`config.mk`:
```
export PLATFORM = sky130hd
export DESIGN_NAME = tdm_demux8
export DESIGN_NICKNAME = d
export VERILOG_FILES = /design/src/rtl/tdm_demux8.sv
export SDC_FILE = /design/constraint.sdc
export NUM_CORES = 1
export LEC_CHECK = 0
export ABC_AREA = 0
export BUFFER_PORTS_ARGS = -buffer_cell sky130_fd_sc_hd__buf_2
export CELL_PAD_IN_SITES_DETAIL_PLACEMENT = 1
export CELL_PAD_IN_SITES_GLOBAL_PLACEMENT = 1
export CORE_MARGIN = 10
export CORE_UTILIZATION = 39
export CTS_CLUSTER_DIAMETER = 150
export DETAILED_ROUTE_END_ITERATION = 12
export PLACE_DENSITY = 0.82
export SYNTH_ARGS = -nofsm -noshare
export SYNTH_HDL_FRONTEND = slang
export SYNTH_SLANG_ARGS = --single-unit
```
`constraint.sdc`:
```
create_clock -name clk -period 1.3 [get_ports clk]
set_clock_uncertainty 0.05 [all_clocks]
set_input_delay 0 -clock clk [delete_from_list [all_inputs] [get_ports clk]]
set_output_delay 0 -clock clk [all_outputs]
set_load 0.01 [all_outputs]
```
`src/rtl/tdm_demux8.sv`:
```
// -----------------------------------------------------------------------------
// tdm_demux8
//   Receive end of an 8:1 time-division-multiplexed serial link. Bits arrive
//   one per accepted clock (din_valid=1). A bit with start=1 marks slot 0 of a
//   frame. The block collects slots 0..7 in an internal shadow register. When
//   slot 7 arrives, it transfers the completed frame to the parallel output Q.
//
// Parameters
//   MSB_FIRST  0: slot k lands in Q[k]; 1: slot k lands in Q[7-k]
//
// Ports
//   clk        in   rising-edge clock, sole domain
//   rst_n      in   asynchronous active-low reset
//   start      in   frame sync, qualified by din_valid; marks slot 0
//   din        in   serial data bit
//   din_valid  in   qualifier for din/start
//   S          out  [2:0] next slot to be written (registered)
//   Q          out  [7:0] last completed frame (registered, holds)
//   q_valid    out  one-cycle pulse: Q was updated
//   busy       out  1 while a frame is partially received
//   frame_err  out  one-cycle pulse: partial frame aborted by resync
// -----------------------------------------------------------------------------
module tdm_demux8 #(
    parameter bit MSB_FIRST = 1'b0
) (
    input  logic       clk,
    input  logic       rst_n,
    input  logic       start,
    input  logic       din,
    input  logic       din_valid,
    output logic [2:0] S,
    output logic [7:0] Q,
    output logic       q_valid,
    output logic       busy,
    output logic       frame_err
);

    typedef enum logic {
        IDLE  = 1'b0,
        SHIFT = 1'b1
    } state_t;

    state_t     state, state_nxt;
    logic [2:0] s_nxt;
    logic [7:0] shadow, shadow_nxt;
    logic [7:0] q_nxt;
    logic       q_valid_nxt;
    logic       frame_err_nxt;

    // Bit position inside shadow/Q that a given slot occupies.
    function automatic logic [2:0] slot_pos(input logic [2:0] slot);
        return MSB_FIRST ? (3'd7 - slot) : slot;
    endfunction

    // NOTE: every always_comb output gets a default first so no path leaves
    // it unassigned; otherwise synthesis infers a latch.
    always_comb begin
        state_nxt     = state;
        s_nxt         = S;
        shadow_nxt    = shadow;
        q_nxt         = Q;
        q_valid_nxt   = 1'b0;
        frame_err_nxt = 1'b0;

        if (din_valid) begin
            unique case (state)
                IDLE: begin
                    // Bits outside a frame are dropped until a sync arrives.
                    if (start) begin
                        shadow_nxt[slot_pos(3'd0)] = din;
                        s_nxt                      = 3'd1;
                        state_nxt                  = SHIFT;
                    end
                end

                SHIFT: begin
                    if (start) begin
                        // Resync: abandon the partial frame, this bit is slot 0.
                        // Stale shadow bits are harmless because a full frame
                        // rewrites every position before it reaches Q.
                        shadow_nxt[slot_pos(3'd0)] = din;
                        s_nxt                      = 3'd1;
                        frame_err_nxt              = 1'b1;
                    end else begin
                        shadow_nxt[slot_pos(S)] = din;
                        if (S == 3'd7) begin
                            // NOTE: blocking assignment inside always_comb makes
                            // the updated shadow_nxt (with slot 7) visible here,
                            // so Q captures the completed frame on this edge.
                            q_nxt       = shadow_nxt;
                            q_valid_nxt = 1'b1;
                            s_nxt       = 3'd0;
                            state_nxt   = IDLE;
                        end else begin
                            s_nxt = S + 3'd1;
                        end
                    end
                end

                default: state_nxt = IDLE;
            endcase
        end
    end

    // NOTE: the shadow register is only 8 flops, so it is reset together with
    // the rest; a large memory would normally be left unreset.
    always_ff @(posedge clk or negedge rst_n) begin
        if (!rst_n) begin
            state     <= IDLE;
            S         <= 3'd0;
            shadow    <= 8'h00;
            Q         <= 8'h00;
            q_valid   <= 1'b0;
            frame_err <= 1'b0;
        end else begin
            // NOTE: non-blocking assignments so every register samples the
            // pre-edge values, independent of statement order.
            state     <= state_nxt;
            S         <= s_nxt;
            shadow    <= shadow_nxt;
            Q         <= q_nxt;
            q_valid   <= q_valid_nxt;
            frame_err <= frame_err_nxt;
        end
    end

    assign busy = (state == SHIFT);

endmodule

```
======== Word level (Yosys, flattened, before mapping) ========
Index checks and enable logic that the tools add are counted.
word-level totals
  input port bits ......................... 5
  bits in registers ....................... 22
  logic and storage cells ................. 38
  output and inout bits ................... 14
operators by class
  reductions and logical operators ........ 4
  add/sub/neg operators ................... 1
  bitwise operators ....................... 2
  muxes and demuxes ....................... 20
  $lt $le $gt $ge ......................... 2
  equality and inequality tests ........... 2
operators with widths
  operator               count
  $mux W1                12
  $mux W3                3
  $bwmux W8              1
  $pmux W3 S2            1
  $lt A3 B4 Y1 const B   1
  $pmux W1 S2            2
  $reduce_and A4 Y1      1
  $add A3 B1 Y3 const B  1
  $demux W1 S3           1
  $eq A3 B3 Y1 const B   1
  $ge A3 B1 Y1 const B   1
  $reduce_and A3 Y1      1
  $ne A2 B2 Y1 const B   1
  $not A1 Y1             2
  $reduce_and A2 Y1      1
  $logic_and A1 B1 Y1    1

======== Longest topological paths before layout ========
  depth in word-level cells ............... 7
  gate-level depth with buffers ........... 6
  depth with buffers taken out ............ 5

======== Worst setup path before layout ========
No wires, ideal clock.
  path type ............................... register to register
  from .................................... reg S[0]
  to ...................................... reg shadow[4]
  path slack .............................. -0.142 ns
  cell stages (with the launch flop) ...... 5
  clock period less this slack ............ 1.442 ns
  buffers on the path ..................... 2
  arrival time ............................ 1.268 ns
  data required time ...................... 1.125 ns
  setup time .............................. 0.125 ns
  cell sequence ........................... dfrtp_1 buf_4 buf_2 nor3_1 mux2_2
between the ends
  cells in the longest elaborated chain, start to end .. 5
  elaborated cells between the ends (all ways) .. 6
  those cells by class .................... order compare: 2; mux: 3; reduce/logical: 1
ends and longest elaborated chain
  what                                                                       RTL line  RTL
  start: declaration                                                         31        output logic [2:0] S,
  start signal: assignment                                                   119       S <= s_nxt;
  $lt A3 B4 Y1 (implied by the code) / $ge A3 B1 Y1 (equally long branches)  85        shadow_nxt[slot_pos(S)] = din;
  $logic_and A1 B1 Y1 (implied by the code)                                  85
  $mux W1 (implied by the code)                                              85
  $demux W1 S3 *                                                             85
  $bwmux W8 *                                                                85
  end signal: assignment                                                     120       shadow <= shadow_nxt;
  end: declaration                                                           45        logic [7:0] shadow, shadow_nxt;
Every way passes the cells marked *; elsewhere a longest branch is shown, timed or not.
A chain may end at the register's enable or synchronous reset.

======== Worst setup path after layout ========
  from .................................... reg S[0]
  to ...................................... reg shadow[0]
between the ends
  cells in the longest elaborated chain, start to end .. 7
  elaborated cells between the ends (all ways) .. 8
  those cells by class .................... order compare: 2; mux: 5; reduce/logical: 1
ends and longest elaborated chain
  what                                                                       RTL line  RTL
  $lt A3 B4 Y1 (implied by the code) / $ge A3 B1 Y1 (equally long branches)  85
  $logic_and A1 B1 Y1 (implied by the code)                                  85
  $mux W1 (implied by the code)                                              85
  $demux W1 S3 *                                                             85
  $bwmux W8 *                                                                85
  $mux W1 *                                                                  77        if (start) begin
  $pmux W1 S2 *                                                              66        unique case (state)
Marks and branches as above.

==> results.json <==
{
  "busiest_layer": "met2",
  "avgSynthCellArea_sq_um": 11.5,
  "setup.worst_path.start_class": "flop",
  "grt_pass1_wl_um": 4870,
  "die_h_um": 74.9,
  "root_buffer": "clkbuf_4",
  "final_cell_mix": "dfrtp_1, buf_2, nand2_1",
  "h-tree-depth": 1,
  "layout-area-overhead-vs-synth_pct": 31.6,
  "r2r-start": "S[0]$_DFFE_PN0P_",
  "outcome": "complete, but fails checks",
  "diodes": 0,
  "drt_iter0_drc": 52,
  "overflow": 0,
  "final_util_pct": 55.0,
  "port_buffers": 18,
  "hold_viol": 0,
  "tritoncts": "yes",
  "violations": "negative setup slack",
  "synthCells": 102,
  "grt_use_total_pct": 11.0,
  "grt_util_met3_pct": 2.63,
  "crit_chain": "buf_4 > nor4b_4 > o21ai_1 > mux2_1",
  "vias": 871,
  "p_per_area_mw_per_mm2": 1290,
  "crit_type": "reg -> reg",
  "hold_path_class": "in -> reg",
  "grt_pass1_vias": 979,
  "worst-path-stages": 4,
  "crit_fanout": 3,
  "die_w_um": 74.9,
  "final_common_cell": "dfrtp_1",
  "async_flop_share_pct": 100,
  "grt_max_degree": 23,
  "ys.flop_type": "dfrtp_1",
  "crit_buf_inv": 1,
  "clock_latency_ps": 310,
  "drt_wl_total_um": 3040,
  "antenna_found_initial": 0,
  "nets": 142,
  "hold_path_end": "frame_err$_DFF_PN0_",
  "min_from": "start",
  "power_frac_seq_pct": 45.4,
  "drive_gt1_share_pct": 47.4,
  "reg2reg_slack_ps": -140,
  "worstMarginPinSlew_ps": 512,
  "p_switching_w": 0.000627,
  "cts_buffers": 3,
  "tns_ps": -1670,
  "num_io_pins": 19,
  "grtUsageMet1_pct": 13.7,
  "initial_core_util_pct": 41.8,
  "ir_worst_vdd_mv": 0.714,
  "grt_use_met2_pct": 18.9,
  "seq_area_frac_synth_pct": 46.9,
  "cts.clk_slew.worst_paths_ps": 120,
  "rsz0062_at_grt": "yes",
  "yosysUniqueCellTypes": 28,
  "fp.dieArea_sq_mm": 0.00560,
  "clkPwrFrac_pct": 16.5,
  "setup_violations": 17,
  "post-route-period-util_pct": 111,
  "worstReg2RegEnd": "shadow[0]$_DFFE_PN0P_",
  "dp_hpwl_um": 1930,
  "drcViolationCount": 0,
  "syn_nets": 110,
  "gp_congestion": 0.780,
  "cp_slowest_stage_delay_ps": 430,
  "crit_required_ps": 1460,
  "fin_hold_ws_ps": 14.4,
  "p_leak_nw": 0.749,
  "holdPathStages": 2,
  "worstRegToRegCells": 4,
  "max_cap_violations": 0,
  "fp.coreArea_sq_mm": 0.00281,
  "viasPerCell": 5.31,
  "placementRows": 19,
  "p_int_w": 0.00136,
  "setup_ws_ps": -142,
  "max_slew_margin_pct": 65.9,
  "period_minus_slack_ps": 1440,
  "cts_buffer_depth": 2,
  "synth_edf_count": 0,
  "crit_path_end_kind": "flop",
  "final-max-slew-violation-count": 0,
  "fmax_ghz": 0.694,
  "syn_area_sq_mm": 0.00117,
  "cp_top_family": "flip-flops",
  "arrival_ps": 1600,
  "wire_per_inst_um": 18.5,
  "finalNonFillerCells": 164,
  "postRouteAntennaNets": 0,
  "ys_ff_latch": 22,
  "critPathSlowestCell": "dfrtp_1",
  "combPwrFrac_pct": 38.1,
  "cts_sinks": 22,
  "drt-pass1-iter-count": 4,
  "placed_cells": 151,
  "switching_share_pct": 31.5,
  "yosys_warnings": 0
}
## per-layer routing
layer  routed length, um  vias to the layer above
met4                  19                        0
met1                1320                      423
met2                1570                       20
met5                   0                        -
li1                    -                      426
met3                 129                        2
## state kept, by name, indices dropped and copies added, names as in the netlist
register and count:
q_valid 1, frame_err 1, Q 8, S 3
busy 1, shadow 8
## worst register-to-register path: cells and delay by family, from the launching register on
kind	cells	cell delay [ps]
muxes	1	320
AOI/OAI and AO/OA	1	90
DFF	1	430
and+or+nand+nor	1	280
buffers and inverters	1	170
## timing repair
action | CTS | global route
hold buffers | 1 | 0
resized for setup | 9 | 11
buffers inserted | 4 | 3
pin swaps | 3 | 0
setup endpoints to repair | 19 | 21
cloned | 1 | 0
endpoints found under the hold margin | 22 | 0
## Yosys cell counts (all sizes together), types with 2 or more instances
cell	count	area share (%)
dfrtp	22	47
nor3b	6	4.3
ha	3	3.2
nand4b	2	3.3
nand2	14	4.5
nand3	2	0.85
o21ai	12	5.1
buf	8	5.7
nor3	2	0.85
mux2	8	8.6
nand3b	5	3.2
mux2i	8	6.8
a22o	2	1.5
## power by group through the flow
| stage | logic [W] | clock network, W | registers, W |
|---|---|---|---|
| global route | 0.000819 | 0.000361 | 0.000922 |
| finish | 0.000758 | 0.000329 | 0.000904 |
| CTS | 0.000689 | 0.000348 | 0.000899 |
| detailed placement | 0.000594 | 0 | 0.000918 |
| floorplan | 0.000416 | 0 | 0.000913 |
| global placement | 0.000578 | 0 | 0.000910 |
## per-stage QoR
step / worst slack (ps) / cell area [sq um] / power, W
2_1_floorplan: -65.9 / 1230 / 0.00133
3_3_place_gp: -116 / 1350 / 0.00149
3_5_place_dp: -155 / 1350 / 0.00151
4_1_cts: -121 / 1480 / 0.00194
5_1_grt: -234 / 1540 / 0.00210
6_report: -142 / 1540 / 0.00199
## kinds of logic (layout without fill, tap and decap cells)
group,after synthesis,in the layout,synth area share (%)
adders and majority gates,3,3,3.20
buffers and inverters,10,40,6.29
muxes,16,16,15.5
DFF,22,22,46.9
and+or+nand+nor,37,38,21.5
AOI/OAI and AO/OA,14,14,6.61
## final cells by class
type | instances | area, sq um
inverter | 1 | 3.75
clock buffer | 4 | 26.3
fill | 291 | 1260
timing repair buffer | 35 | 256
tap | 31 | 38.8
sequential | 22 | 553
multi-input combinational | 71 | 666
## how the worst max path moves through the flow
stage,slack [ps],endpoint,from
after global routing,-230,Q[7]$_DFFE_PN0P_,S[1]$_DFFE_PN0P_
after floorplan,-70,shadow[0]$_DFFE_PN0P_,S[0]$_DFFE_PN0P_
final,-140,shadow[0]$_DFFE_PN0P_,S[0]$_DFFE_PN0P_
after CTS,-120,Q[5]$_DFFE_PN0P_,S[1]$_DFFE_PN0P_
after detailed placement,-150,Q[1]$_DFFE_PN0P_,S[1]$_DFFE_PN0P_
after global placement,-120,shadow[1]$_DFFE_PN0P_,S[2]$_DFFE_PN0P_
(Power assumes the default switching activity.)
